==> src/rtl/pic_pkg.sv <==
// Shared types and constants for the PIC command sequencer: FSM states,
// ICW/OCW bit positions, OCW2 command codes and read-select values.
package pic_pkg;

  typedef enum logic [2:0] {
    UNINIT = 3'd0,
    W_ICW2 = 3'd1,
    W_ICW3 = 3'd2,
    W_ICW4 = 3'd3,
    READY  = 3'd4
  } pic_state_e;

  // OCW2 R/SL/EOI encodings
  localparam logic [2:0] OCW2_ROT_AEOI_CLR = 3'b000;
  localparam logic [2:0] OCW2_NSEOI        = 3'b001;
  localparam logic [2:0] OCW2_NOP          = 3'b010;
  localparam logic [2:0] OCW2_SEOI         = 3'b011;
  localparam logic [2:0] OCW2_ROT_AEOI_SET = 3'b100;
  localparam logic [2:0] OCW2_ROT_NS       = 3'b101;
  localparam logic [2:0] OCW2_SET_PRI      = 3'b110;
  localparam logic [2:0] OCW2_ROT_S        = 3'b111;

  // Discriminator and field bit positions within the written byte
  localparam int ICW1_BIT  = 4;
  localparam int OCW3_BIT  = 3;
  localparam int ICW1_LTIM = 3;
  localparam int ICW1_SNGL = 1;
  localparam int ICW1_IC4  = 0;
  localparam int OCW3_ESMM = 6;
  localparam int OCW3_SMM  = 5;
  localparam int OCW3_P    = 2;
  localparam int OCW3_RR   = 1;
  localparam int OCW3_RIS  = 0;

  localparam logic RSEL_IRR = 1'b0;
  localparam logic RSEL_ISR = 1'b1;

  // Field order matches ICW4 din[4:0]
  typedef struct packed {
    logic sfnm;
    logic buf_en;
    logic ms;
    logic aeoi;
    logic upm;
  } icw4_t;

  function automatic pic_state_e icw2_next(input logic sngl, input logic ic4);
    if (!sngl)    return W_ICW3;
    else if (ic4) return W_ICW4;
    else          return READY;
  endfunction

endpackage

==> src/rtl/pic_bus_edge.sv <==
// Bus strobe qualification: one-cycle write/read strobes on the rising edge
// of the chip-selected act signals, plus the registered read drive enable.
module pic_bus_edge (
  input  logic clk,
  input  logic reset,
  input  logic cs_n,
  input  logic wr_n,
  input  logic rd_n,
  output logic wr_stb,
  output logic rd_stb,
  output logic dout_oe
);

  logic wr_act, rd_act;
  logic wr_act_q, rd_act_q;

  assign wr_act = ~cs_n & ~wr_n;
  assign rd_act = ~cs_n & ~rd_n;

  always_ff @(posedge clk) begin
    if (reset) begin
      wr_act_q <= 1'b0;
      rd_act_q <= 1'b0;
    end else begin
      wr_act_q <= wr_act;
      rd_act_q <= rd_act;
    end
  end

  // A write rising together with a read wins; the read is dropped.
  assign wr_stb  = wr_act & ~wr_act_q;
  assign rd_stb  = rd_act & ~rd_act_q & ~wr_stb;
  assign dout_oe = rd_act_q;

endmodule

==> src/rtl/pic_cmd_seq.sv <==
// PIC command-word sequencer: ICW1-4 initialisation FSM, OCW1-3 decode,
// configuration registers and IRR/ISR/IMR/poll readback.
module pic_cmd_seq
  import pic_pkg::*;
#(
  parameter int                NUM_IR  = 8,
  parameter logic [NUM_IR-1:0] IMR_RST = '0
) (
  input  logic              clk,
  input  logic              reset,
  input  logic              cs_n,
  input  logic              wr_n,
  input  logic              rd_n,
  input  logic              a0,
  input  logic [7:0]        din,
  input  logic [NUM_IR-1:0] irr_in,
  input  logic [NUM_IR-1:0] isr_in,
  input  logic [7:0]        poll_word,
  output logic [7:0]        dout,
  output logic              dout_oe,
  output logic              init_done,
  output logic              init_pulse,
  output logic              ltim,
  output logic              sngl,
  output logic              ic4,
  output logic [4:0]        vec_base,
  output logic [7:0]        cas_cfg,
  output logic              upm,
  output logic              aeoi,
  output logic              ms,
  output logic              buf_en,
  output logic              sfnm,
  output logic [NUM_IR-1:0] imr,
  output logic              ocw2_stb,
  output logic [2:0]        ocw2_cmd,
  output logic [2:0]        ocw2_lvl,
  output logic              smm,
  output logic              poll_ack
);

  logic       wr_stb, rd_stb;
  pic_state_e state;
  icw4_t      icw4;
  logic       read_sel;
  logic       poll_pend;
  logic [7:0] imr_x, irr_x, isr_x;

  pic_bus_edge u_edge (
    .clk    (clk),
    .reset  (reset),
    .cs_n   (cs_n),
    .wr_n   (wr_n),
    .rd_n   (rd_n),
    .wr_stb (wr_stb),
    .rd_stb (rd_stb),
    .dout_oe(dout_oe)
  );

  always_comb begin
    imr_x = '0;
    irr_x = '0;
    isr_x = '0;
    imr_x[NUM_IR-1:0] = imr;
    irr_x[NUM_IR-1:0] = irr_in;
    isr_x[NUM_IR-1:0] = isr_in;
  end

  assign {sfnm, buf_en, ms, aeoi, upm} = icw4;

  always_ff @(posedge clk) begin
    if (reset) begin
      state      <= UNINIT;
      dout       <= '0;
      init_done  <= 1'b0;
      init_pulse <= 1'b0;
      ltim       <= 1'b0;
      sngl       <= 1'b0;
      ic4        <= 1'b0;
      vec_base   <= '0;
      cas_cfg    <= '0;
      icw4       <= '0;
      imr        <= IMR_RST;
      ocw2_stb   <= 1'b0;
      ocw2_cmd   <= '0;
      ocw2_lvl   <= '0;
      smm        <= 1'b0;
      poll_ack   <= 1'b0;
      read_sel   <= RSEL_IRR;
      poll_pend  <= 1'b0;
    end else begin
      init_pulse <= 1'b0;
      ocw2_stb   <= 1'b0;
      poll_ack   <= 1'b0;
      if (wr_stb) begin
        // ICW1 restarts initialisation from any state
        if (!a0 && din[ICW1_BIT]) begin
          ltim       <= din[ICW1_LTIM];
          sngl       <= din[ICW1_SNGL];
          ic4        <= din[ICW1_IC4];
          imr        <= IMR_RST;
          icw4       <= '0;
          smm        <= 1'b0;
          read_sel   <= RSEL_IRR;
          init_pulse <= 1'b1;
          init_done  <= 1'b0;
          state      <= W_ICW2;
        end else begin
          case (state)
            W_ICW2: if (a0) begin
              vec_base  <= din[7:3];
              state     <= icw2_next(sngl, ic4);
              init_done <= (icw2_next(sngl, ic4) == READY);
            end
            W_ICW3: if (a0) begin
              cas_cfg   <= din;
              state     <= ic4 ? W_ICW4 : READY;
              init_done <= ~ic4;
            end
            W_ICW4: if (a0) begin
              icw4      <= icw4_t'(din[4:0]);
              state     <= READY;
              init_done <= 1'b1;
            end
            READY: begin
              if (a0) begin
                imr <= din[NUM_IR-1:0];
              end else if (!din[OCW3_BIT]) begin
                ocw2_cmd <= din[7:5];
                ocw2_lvl <= din[2:0];
                ocw2_stb <= 1'b1;
              end else begin
                if (din[OCW3_RR])   read_sel  <= din[OCW3_RIS];
                if (din[OCW3_ESMM]) smm       <= din[OCW3_SMM];
                if (din[OCW3_P])    poll_pend <= 1'b1;
              end
            end
            default: ;
          endcase
        end
      end else if (rd_stb) begin
        if (poll_pend) begin
          dout      <= poll_word;
          poll_pend <= 1'b0;
          poll_ack  <= 1'b1;
        end else if (a0) begin
          dout <= imr_x;
        end else begin
          dout <= (read_sel == RSEL_ISR) ? isr_x : irr_x;
        end
      end
    end
  end

endmodule
==> config.mk <==
export PLATFORM = sky130hd
export DESIGN_NAME = pic_cmd_seq
export DESIGN_NICKNAME = d
export VERILOG_FILES = /design/src/rtl/pic_pkg.sv /design/src/rtl/pic_bus_edge.sv /design/src/rtl/pic_cmd_seq.sv
export SDC_FILE = /design/constraint.sdc
export NUM_CORES = 1
export LEC_CHECK = 0
export CAP_MARGIN = 20
export CORE_MARGIN = 2
export CORE_UTILIZATION = 48
export CTS_CLUSTER_DIAMETER = 200
export DETAILED_ROUTE_END_ITERATION = 7
export GPL_TIMING_DRIVEN = 0
export PLACE_DENSITY = 0.85
export SYNTH_ARGS = -nofsm -noshare
export SYNTH_HDL_FRONTEND = slang
export SYNTH_SLANG_ARGS = --single-unit
==> constraint.sdc <==
create_clock -name clk -period 2.1 [get_ports clk]
set_input_delay 0.315 -clock clk [delete_from_list [all_inputs] [get_ports clk]]
set_output_delay 0.315 -clock clk [all_outputs]
set_load 0.05 [all_outputs]
==> results of run 1 <==
==> logic make-up after synthesis <==
family | Yosys count | synth area share
mux | 41 | 0.1701
compound gates | 39 | 0.1069
simple gates | 105 | 0.2329
flops | 54 | 0.4481
buf+inv | 19 | 0.04201
==> state kept, by name (all words and copies together), names as in the netlist, 2 cells and up <==
| register | flops |
|---|---|
| imr | 8 |
| ocw2_lvl | 3 |
| cas_cfg | 8 |
| dout | 8 |
| state | 2 |
| ocw2_cmd | 3 |
| vec_base | 5 |
==> layout make-up <==
cell class	instances	area, µm²
multi-input combinational	185	1230
timing repair buffer	83	830.8
inverter	1	3.754
tap	67	83.83
fill	381	1373
buffer	18	97.59
clock buffer	6	72.57
sequential	54	1081
clock inverter	2	13.76
==> report_power, final <==
| group | internal (mW) | switching [mW] | leakage (nW) |
|---|---|---|---|
| registers | 1.04 | 0.0133 | 0.437 |
| logic | 0.125 | 0.158 | 0.832 |
| clock network | 0.236 | 0.340 | 0.0452 |
| total | 1.40 | 0.511 | 1.31 |
==> path summary, 6_finish.rpt <==
path                  start          end  slack [ns]  cells past startpoint
hold reg to reg        ltim         ltim        0.47                      2
setup / recovery  init_done    init_done        0.17                      1
hold / removal       din[3]       imr[3]        0.32                      3
setup reg to reg  init_done  ocw2_lvl[2]        0.57                      4
==> per-layer routing <==
layer | up-vias | share of wire | GRT usage
li1 | 1078 | - | -
met1 | 1024 | 0.45 | 0.2967
met2 | 91 | 0.45 | 0.3772
met3 | 9 | 0.093 | 0.07764
met4 | 0 | 0.0098 | 0.07738
met5 | - | 0 | 0
==> cell usage in the layout (no fill, tap or decap), types with 2 or more instances in the layout <==
master,Yosys,routed
nand2_1,28,28
buf_4,4,4
nand2b_1,8,8
a21oi_1,14,14
nand3_1,14,14
o21bai_1,2,2
nor2b_1,2,2
mux2i_1,41,41
clkdlybuf4s50_1,0,83
a211oi_1,8,8
nand4b_1,2,2
nor2_1,35,35
buf_2,6,6
dfxtp_1,54,54
nor3_1,4,4
clkbuf_1,6,7
clkbuf_8,0,5
nand3b_1,2,2
o21ai_0,10,10
==> worst min-delay path: cells and delay by family <==
family                 cells  cell delay (ns)
buffers and inverters      1             0.15
AO/OA/AOI/OAI              1             0.05
AND/OR/NAND/NOR            1             0.07
==> through the flow <==
stage	power, mW	util	hold WS [ns]	area (µm²)	setup slack [ns]
after floorplan	1.224	-	0.3918	2412	0.4388
after global placement	1.353	0.6952	0.4532	3327	0.02778
after detailed placement	1.359	0.6952	0.4571	3327	0.0007823
after CTS	1.921	0.7132	0.3175	3413	0.1661
after global routing	1.983	0.7132	0.3208	3413	0.1263
final	1.912	0.7132	0.3184	3413	0.1736
==> impl_metrics.csv, run 1 <==
group,metric,value,unit
clock_network,cts_hold_buf,0,
global_route,grt_max_degree,17,
synth,syn_area,2412,µm²
synth,yosysTopAreaCell,"dfxtp_1",
detailed_routing,antenna_left,0,
final_layout,nets,386,
worst_setup_path,cp_data_required_time,1.78,ns
synth,yosysSeqAreaShare,0.4481,
global_route,overflow,0,
synth,synthTopCellsByArea,"dfxtp_1, mux2i_1, nor2_1",
global_route,antenna_found_initial,0,
detailed_routing,drtPass1Iterations,4,
floorplanning,die_h,74.89,µm
final_layout,layout-drive-gt1-share,0.08023,
status,status,"completed",
synth,ys.warnings.count,0,
timing,finalCriticalPeriod,1.926,ns
clock_network,cts.sinks,54,
worst_setup_path,slowest_stage,"clkdlybuf4s50_1",
clock_network,cts_buffer_depth,2,
timing,clock_skew,0.008840,ns
worst_setup_path,crit_fanout,7,
worst_setup_path,arrival,1.61,ns
synth,ys_seq_elements,54,
timing,hold_viol,0,
worst_setup_path,start_kind,"flip-flop",
floorplanning,io_pins,87,
flow_run,drv_cap,0,
synth,synth_edf_count,0,
timing,rsz0062_at_grt,"no",
detailed_routing,drc_errors,0,
worst_hold_path,min_path_type,"input port to flip-flop",
timing,fin_setup_tns,0,ns
place,gp_congestion,0.8898,
timing,period_share,0.9174,
detailed_routing,routedWlPerCell,15.22,µm
place,dp.cells,408,
clock_network,cts_resized,0,
synth,synth_flop_cell,"dfxtp_1",
timing,worst_pin_slew,0.5728,ns
synth,ys_types,35,
floorplanning,die_area,5609,µm²
worst_setup_path,crit_path_max_incr_delay,0.85,ns
timing,setup_viol,0,
timing,relSlewSlack,0.6181,
worst_setup_path,path_cells,"clkdlybuf4s50_1",
detailed_routing,first_iter_violations,84,
pwr,p_leak,1.313,nW
clock_network,htreeDepth,2,
synth,syn_avg_cell_area,9.350,µm²
place,hpwlAfterDp,4.702,mm
synth,synth_nets,296,
pwr,power_density,560.1,nW/µm²
final_layout,syn_to_final_growth,41.49,%
clock_network,cts_setup_buffers,0,
clock_network,cts_root_buffer,"clkbuf_8",
floorplanning,start_util,0.5041,
detailed_routing,wl,6.331,mm
clock_network,numCtsBuffers,5,
final_layout,insertedDiodeCount,0,
detailed_routing,via_per_inst,5.293,
clock_network,clk_latency,0.31,ns
detailed_routing,dr_total_vias,2202,
synth,async_flop_share,0,
timing,clock.fmax,519.1,MHz
global_route,grt_usage,0.2342,
worst_setup_path,cp-end-kind,"primary output",
floorplanning,core_area,4786,µm²
floorplanning,rows,25,
synth,syn_inst,258,
global_route,grt_pass1_vias,2151,
worst_setup_path,critical_path_class,"flip-flop to primary output",
clock_network,clk_pin_slew_worst_paths,0.10,ns
final_layout,final_cell_count_no_fill,416,
timing,report.final.slew_viol_count,0,
synth,yosysMostFrequentCell,"dfxtp_1",
synth,synth_common_cells,"dfxtp_1, mux2i_1, nor2_1, nand2_1",
worst_setup_path,cpLargestDelayFamily,"buffers and inverters",
global_route,grt_pass1_wl,10.05,mm
floorplanning,die_w,74.89,µm
place,io_buffer_count,83,
worst_setup_path,critPathBufInv,1,
pwr,irDropWorstVdd,0.0004526,V
clock_network,cts_tree,"done",
synth,synth_top_area_share,0.4481,
No activity file was read; power rests on OpenSTA's default activity.
==> run 2: changes to the inputs <==
--- a/config.mk
+++ b/config.mk
@@ -12,6 +12,7 @@
 export DETAILED_ROUTE_END_ITERATION = 7
 export GPL_TIMING_DRIVEN = 0
 export PLACE_DENSITY = 0.85
+export SKIP_CTS_REPAIR_TIMING = 1
 export SYNTH_ARGS = -nofsm -noshare
 export SYNTH_HDL_FRONTEND = slang
 export SYNTH_SLANG_ARGS = --single-unit
==> results of run 2 <==
Final layout, timing and power as in run 1 (identical DEF).
